===== config.mk =====
export PLATFORM = sky130hd
export DESIGN_NAME = ps2_key_tracker
export DESIGN_NICKNAME = d
export VERILOG_FILES = /design/src/rtl/ps2_key_tracker.sv
export SDC_FILE = /design/constraint.sdc
export NUM_CORES = 1
export LEC_CHECK = 0
export BUFFER_PORTS_ARGS = -buffer_cell sky130_fd_sc_hd__buf_2
export CORE_MARGIN = 10
export CORE_UTILIZATION = 50
export DETAILED_ROUTE_END_ITERATION = 16
export GPL_TIMING_DRIVEN = 0
export PLACE_DENSITY = 0.69
export SYNTH_ARGS = -nofsm -noshare
export SYNTH_HDL_FRONTEND = slang
export SYNTH_SLANG_ARGS = --single-unit

===== constraint.sdc =====
create_clock -name clk -period 2.3 [get_ports clk]
set_input_delay 0.575 -clock clk [delete_from_list [all_inputs] [get_ports clk]]
set_output_delay 0.575 -clock clk [all_outputs]
set_load 0.005 [all_outputs]

===== src/rtl/ps2_key_tracker.sv =====
`default_nettype none
// ============================================================================
// ps2_key_tracker : PS/2 frame receiver with make/break key tracking
// Revision: 1.0
// ============================================================================
module ps2_key_tracker #(
  parameter int TIMEOUT_CYCLES = 50000,
  parameter int CNT_W          = 8
) (
  input  logic             clk,
  input  logic             rst,
  input  logic             ps2_clk,
  input  logic             ps2_data,
  output logic [7:0]       key_code,
  output logic             key_valid,
  output logic             new_key,
  output logic [CNT_W-1:0] press_cnt,
  output logic             frame_err
);

  localparam int                c_TO_W    = $clog2(TIMEOUT_CYCLES + 1);
  localparam logic [c_TO_W-1:0] c_TO_LAST = c_TO_W'(TIMEOUT_CYCLES - 1);
  localparam logic [7:0]        c_BREAK   = 8'hF0;
  localparam logic [7:0]        c_EXT     = 8'hE0;

  typedef enum logic [1:0] {
    ST_IDLE  = 2'd0,
    ST_HELD  = 2'd1,
    ST_BREAK = 2'd2
  } state_t;

  logic [2:0]        r_clk_sync;
  logic [1:0]        r_dat_sync;
  logic [3:0]        r_bit_cnt;
  logic [9:0]        r_shift;
  logic [c_TO_W-1:0] r_to_cnt;
  logic              r_byte_rdy;
  logic [7:0]        r_byte;

  logic              w_fall;
  logic [10:0]       w_frame;
  logic              w_frame_ok;

  state_t            r_state;
  state_t            w_state_nxt;
  logic [7:0]        w_code_nxt;
  logic              w_valid_nxt;
  logic              w_new_nxt;
  logic [CNT_W-1:0]  w_cnt_nxt;

  // Bit 0 of each sync chain is the first flop; bit 2 of the clock chain is the edge-detect history.
  assign w_fall     = r_clk_sync[2] & ~r_clk_sync[1];
  assign w_frame    = {r_dat_sync[1], r_shift};
  assign w_frame_ok = ~w_frame[0] & w_frame[10] & (^w_frame[9:1]);

  always_ff @(posedge clk) begin
    if (rst) begin
      r_clk_sync <= 3'b111;
      r_dat_sync <= 2'b11;
      r_bit_cnt  <= '0;
      r_shift    <= '0;
      r_to_cnt   <= '0;
      r_byte_rdy <= 1'b0;
      r_byte     <= '0;
      frame_err  <= 1'b0;
    end else begin
      r_clk_sync <= {r_clk_sync[1:0], ps2_clk};
      r_dat_sync <= {r_dat_sync[0], ps2_data};
      r_byte_rdy <= 1'b0;
      frame_err  <= 1'b0;
      if (w_fall) begin
        r_to_cnt <= '0;
        r_shift  <= w_frame[10:1];
        if (r_bit_cnt == 4'd10) begin
          r_bit_cnt <= '0;
          if (w_frame_ok) begin
            r_byte_rdy <= 1'b1;
            r_byte     <= w_frame[8:1];
          end else begin
            frame_err <= 1'b1;
          end
        end else begin
          r_bit_cnt <= r_bit_cnt + 4'd1;
        end
      end else if (r_bit_cnt == 4'd0) begin
        r_to_cnt <= '0;
      end else if (r_to_cnt == c_TO_LAST) begin
        // Stalled mid-frame: drop the partial frame and report it.
        r_bit_cnt <= '0;
        r_to_cnt  <= '0;
        frame_err <= 1'b1;
      end else begin
        r_to_cnt <= r_to_cnt + 1'b1;
      end
    end
  end

  always_ff @(posedge clk) begin
    if (rst) begin
      r_state   <= ST_IDLE;
      key_code  <= '0;
      key_valid <= 1'b0;
      new_key   <= 1'b0;
      press_cnt <= '0;
    end else begin
      r_state   <= w_state_nxt;
      key_code  <= w_code_nxt;
      key_valid <= w_valid_nxt;
      new_key   <= w_new_nxt;
      press_cnt <= w_cnt_nxt;
    end
  end

  always_comb begin
    w_state_nxt = r_state;
    w_code_nxt  = key_code;
    w_valid_nxt = key_valid;
    w_new_nxt   = 1'b0;
    w_cnt_nxt   = press_cnt;
    if (r_byte_rdy) begin
      case (r_state)
        ST_IDLE: begin
          if (r_byte == c_BREAK) begin
            w_state_nxt = ST_BREAK;
          end else if (r_byte != c_EXT) begin
            w_state_nxt = ST_HELD;
            w_code_nxt  = r_byte;
            w_valid_nxt = 1'b1;
            w_new_nxt   = 1'b1;
            w_cnt_nxt   = press_cnt + CNT_W'(1);
          end
        end
        ST_HELD: begin
          if (r_byte == c_BREAK) begin
            w_state_nxt = ST_BREAK;
          end else if (r_byte != c_EXT && r_byte != key_code) begin
            w_code_nxt = r_byte;
            w_new_nxt  = 1'b1;
            w_cnt_nxt  = press_cnt + CNT_W'(1);
          end
        end
        ST_BREAK: begin
          if (r_byte != c_BREAK && r_byte != c_EXT) begin
            if (key_valid && r_byte == key_code) begin
              w_state_nxt = ST_IDLE;
              w_code_nxt  = '0;
              w_valid_nxt = 1'b0;
            end else begin
              // Release of some other key: fall back to whatever is still held.
              w_state_nxt = key_valid ? ST_HELD : ST_IDLE;
            end
          end
        end
        default: w_state_nxt = ST_IDLE;
      endcase
    end
  end

endmodule
`default_nettype wire


Word-level counts from Yosys, hierarchy flattened
Cells that the tools add are included.
- muxes and demuxes: 39
- equal/unequal tests: 18
- reduce and logical (&&, ||, !) cells: 19
- bitwise operators: 8
- add/sub/neg operators: 3
- operator list (kind ; count):
    two-way mux 8 bit ; 10
    one-hot mux 8 bit (3 select lines) ; 1
    adder 16 x 1 -> 16 bit (second input constant) ; 1
    equality test 16 bit (second input constant) ; 1
    two-way mux 1 bit ; 16
    two-way mux 4 bit ; 4
    != test 2 bit (second input constant) ; 8
    != test 8 bit (second input constant) ; 2
    one-hot mux 8 bit (2 select lines) ; 1
    AND reduction 6 bit ; 2
    parity 9 bit ; 1
    adder 8 x 1 -> 8 bit (second input constant) ; 1
    equality test 8 bit ; 1
    equality test 8 bit (second input constant) ; 1
    two-way mux 2 bit ; 4
    != test 8 bit ; 1
    AND reduction 8 bit ; 1
    one-hot mux 2 bit (3 select lines) ; 1
    nonzero test 2 bit ; 3
    inverter 1 bit ; 5
    adder 4 x 1 -> 4 bit (second input constant) ; 1
    equality test 4 bit (second input constant) ; 1
    logical NOT 4 bit ; 1
    one-hot mux 1 bit (2 select lines) ; 2
    13 further kinds ; 17
- output and inout port bits: 19
- bits of input ports: 4
- logic and storage cells: 100
- bits in registers: 65

Depth between registers and ports, before layout
- word-level depth: 6
- gate-level depth with buffers: 7
- gate-level depth less buffers: 7

Worst setup path after synthesis
OpenSTA, ideal clock, no wires.
- path kind: register to register
- start point: register r_shift[1]
- end point: register r_byte[7]
- setup time: 0.128 ns
- clock period less this slack: 1.949 ns
- cell stages (with the launch flop): 6
- arrival: 1.821 ns
- path buffers: 0
- data required time: 2.172 ns
- setup slack: 0.351 ns
- cells stage by stage: dfxtp_1 > xor3_1 > or4_4 > mux2i_4 > mux2i_1 > nor2_1
- cells in the longest elaborated chain, start to end: 3
- ends and longest elaborated chain (what ; RTL line ; RTL):
    start, declared ; 35 ; logic [9:0] r_shift;
    start signal, assigned ; 73 ; r_shift <= w_frame[10:1];
    parity 9 bit ; 54 ; assign w_frame_ok = ~w_frame[0] & w_frame[10] & (^w_frame[9:1]);
    bitwise AND 1 bit ; 54 ;
    AND reduction 3 bit (no source line) ; -- ;
    end signal, assigned ; 78 ; r_byte <= w_frame[8:1];
    end, declared ; 38 ; logic [7:0] r_byte;
Every way passes these cells.
A chain may end at the register's enable or synchronous reset.

Worst setup path in the final report
- start point: register r_shift[1]
- end point: register r_byte[1]
Same word-level chain as after synthesis.

==> impl_metrics.csv <==
group,metric,value,unit
run_status,status,"finished, final reports clean",
finish,layout.cells.non_filler,410,
timing,hold_viol,0,
die,num_rows,27,
drt,drc,0,
synthesis,synth_compound_area_frac,0.122,
die,die_x,94.8,um
clock_tree,h-tree-depth,3,
timing,finalSetupViolCount,0,
global_route,grt_pass1_wl,9340,um
synthesis,synth_top_cell_by_area,"dfxtp_1",
synthesis,syn_inst,301,
finish,fin_util,0.588,
synthesis,synth_area,2790,um^2
global_route,grt_max_degree,12,
synthesis,synth_top_area_frac,0.466,
clock_tree,cts_tree,"yes",
worst_setup_path,arrival,2.32,ns
drt,wl,5480,um
pwr,power.leakage,1.14,nW
worst_setup_path,cp.required,2.51,ns
drt,wl_met1,2700,um
worst_setup_path,slowest_delay,0.48,ns
synthesis,synthSimpleGateAreaFrac,0.224,
synthesis,synth_common_cells,"dfxtp_1, nor2_1, nand2_1, a21oi_1, xnor2_1",
finish,final_layout_size_suffix_gt1_frac,0.157,
timing,drv_slew,0,
drt,drtPass1Iterations,4,
synthesis,syn_area_per_cell,9.28,um^2
place,dp.cells,394,
die,initial_core_util,0.511,
synthesis,ys_ff_latch,65,
clock_tree,cts_resized,0,
finish,ff_latch_area,1300,um^2
synthesis,syn_nets,310,
drt,wl_per_cell,13.4,um
worst_setup_path,path_delay_family,"multiplexers",
drt,ant_nets,0,
synthesis,synth_edf_count,0,
worst_setup_path,cp_slowest_cell,"xor3_1",
timing,hold_ws,0.411,ns
worst_setup_path,critPathKind,"register to register",
worst_setup_path,path_cells,"xor3_1 > or4_4 > mux2i_4 > mux2i_1 > nor2_1",
clock_tree,path_clk_slew,0.07,ns
place,port_buffers,21,
synthesis,async_flop_share,0,
synthesis,synthAdderAreaFrac,0.0224,
synthesis,yosysWarnings,0,
place,gp_congestion,0.750,
synthesis,synthDistinctLibCells,49,
timing,timing.final.crit_share,0.916,
finish,fillers,506,
timing,rsz0062_at_grt,"no",
die,die_h,94.8,um
clock_tree,clock_latency,0.33,ns
finish,fin_nets,342,
die,core_area,5470,um^2
drt,vias,2153,
timing,worstMarginPinSlew,0.664,ns
synthesis,synthTopCellsByArea,"dfxtp_1, xnor2_1, nor2_1, nand2_1, a21oi_1",
finish,synthToLayoutAreaGrowth,15.2,%
synthesis,synth_seq_area_share,0.466,
worst_hold_path,hold_class,"register to register",
clock_tree,hold_buffers,0,
timing,tns,0,ns
worst_setup_path,end_kind,"register",
synthesis,synth_top_family_by_area,"simple AND/OR/NAND/NOR gates",
timing,max_slew_margin,0.558,
clock_tree,ctsLongestPathBuffers,2,
place,dp_hpwl,3940,um
synthesis,synth_xor_area_frac,0.101,
die,ios,23,
timing,period_minus_slack,2.11,ns
global_route,grt_pass1_vias,2102,
drt,top_layer,"met4",
finish,antennaDiodeCount,0,
finish,multi_input_area,1430,um^2
global_route,grt_util_all_layers,0.130,
drt,drt_iter0_drc,81,
clock_tree,clock_sinks,65,
global_route,overflow,0,
worst_setup_path,cp-start-kind,"register",
clock_tree,cts_root_buffer,"clkbuf_8",
worst_setup_path,worstPathMaxFanout,9,
drt,wl_met3,244,um
pwr,ir_worst_vdd,0.537,mV
clock_tree,post_cts.repair.setup_buffers,0,
pwr,powerDensity,710,nW/um^2
synthesis,yosysMostFrequentCell,"dfxtp_1",
global_route,grt_antenna_before_repair,0,
clock_tree,cts_buffers,9,
pwr,finalPower,0.00229,W
drt,dr_wl_met2,2460,um
timing,clock.fmax,475,MHz
timing,clock_skew,0.0106,ns
synthesis,synthMuxAreaShare,0.0408,
die,fp.dieArea,8980,um^2
drt,viasPerCell,5.25,
run,max_cap_viol_count,0,
synthesis,synth_flop_cell,"dfxtp_1",
worst_setup_path,path_buf_inv,0,
-- kinds of logic (layout without fill, tap and decap cells) --
family          Yosys count  in the layout
compound gates           51             51
xor+xnor                 29             29
fa+ha+maj                 5              5
buf+inv                  17             54
flops                    65             65
mux                      10             10
simple gates            124            124
-- cell type report --
class | count | area share
multi-input cells | 219 | 0.443
flip-flops and latches | 65 | 0.404
clock buffers | 11 | 0.0470
repair buffers | 21 | 0.0327
well taps | 72 | 0.0280
clock inverters | 5 | 0.0241
plain buffers | 11 | 0.0140
inverters | 6 | 0.00700
-- worst register-to-register path, stage by stage (launching register included) --
cell	delay, ns
dfxtp_1	0.39
xor3_1	0.48
or4_4	0.44
mux2i_4	0.38
mux2i_1	0.24
nor2_1	0.05
-- layer usage --
metal  track usage  vias to the layer above
met4        0.0586                        0
met2         0.200                       25
met3        0.0412                        6
met5             0                        -
li1              -                     1116
met1         0.163                     1006
-- metrics by stage --
stage               setup WS (ns)  area, um^2
finish                      0.194        3220
global route               0.0302        3220
CTS                         0.183        3220
detailed placement          0.194        2990
global placement            0.209        2990
floorplan                   0.351        2790
-- final timing paths --
path	to	startpoint	cells after the start	slack [ns]
setup reg to reg	r_byte[1]	r_shift[1]	5	0.19
setup / recovery	r_byte[1]	r_shift[1]	5	0.19
hold reg to reg	r_clk_sync[1]	r_clk_sync[0]	1	0.41
hold / removal	r_clk_sync[1]	r_clk_sync[0]	1	0.41
-- layout by cell type, fill, tap and decap left out, drive strengths merged, types with 2 or more instances in the layout --
master,count
nand4,6
buf,24
inv,6
and3,2
ha,5
xnor2,19
o21ai,6
dfxtp,65
nand4bb,2
or3,4
nor2,39
a22o,8
or4,4
nor2b,3
nand2b,2
o41ai,2
nor4,2
clkinv,2
nor3,3
nand2,32
clkbuf,19
a21oi,23
or2,5
and4,2
nand3b,2
or3b,2
xor2,8
a311oi,2
bufinv,2
mux2i,9
nand3,11
o31ai,4
-- sequential cells by signal, indices dropped and copies added (netlist names), 2 cells and up --
signal      flops
r_to_cnt       16
r_shift        10
key_code        8
press_cnt       8
r_byte          8
r_bit_cnt       4
r_clk_sync      3
r_dat_sync      2
r_state         2
-- power by group --
| group | internal, W | total [W] | leakage (nW) | switching [W] |
|---|---|---|---|---|
| clock network | 0.000666 | 0.00110 | 0.115 | 0.000432 |
| logic | 0.0000176 | 0.0000518 | 0.504 | 0.0000343 |
| registers | 0.00113 | 0.00114 | 0.525 | 0.00000511 |
| total | 0.00182 | 0.00229 | 1.14 | 0.000471 |
No activity file was read; power rests on OpenSTA's default activity.
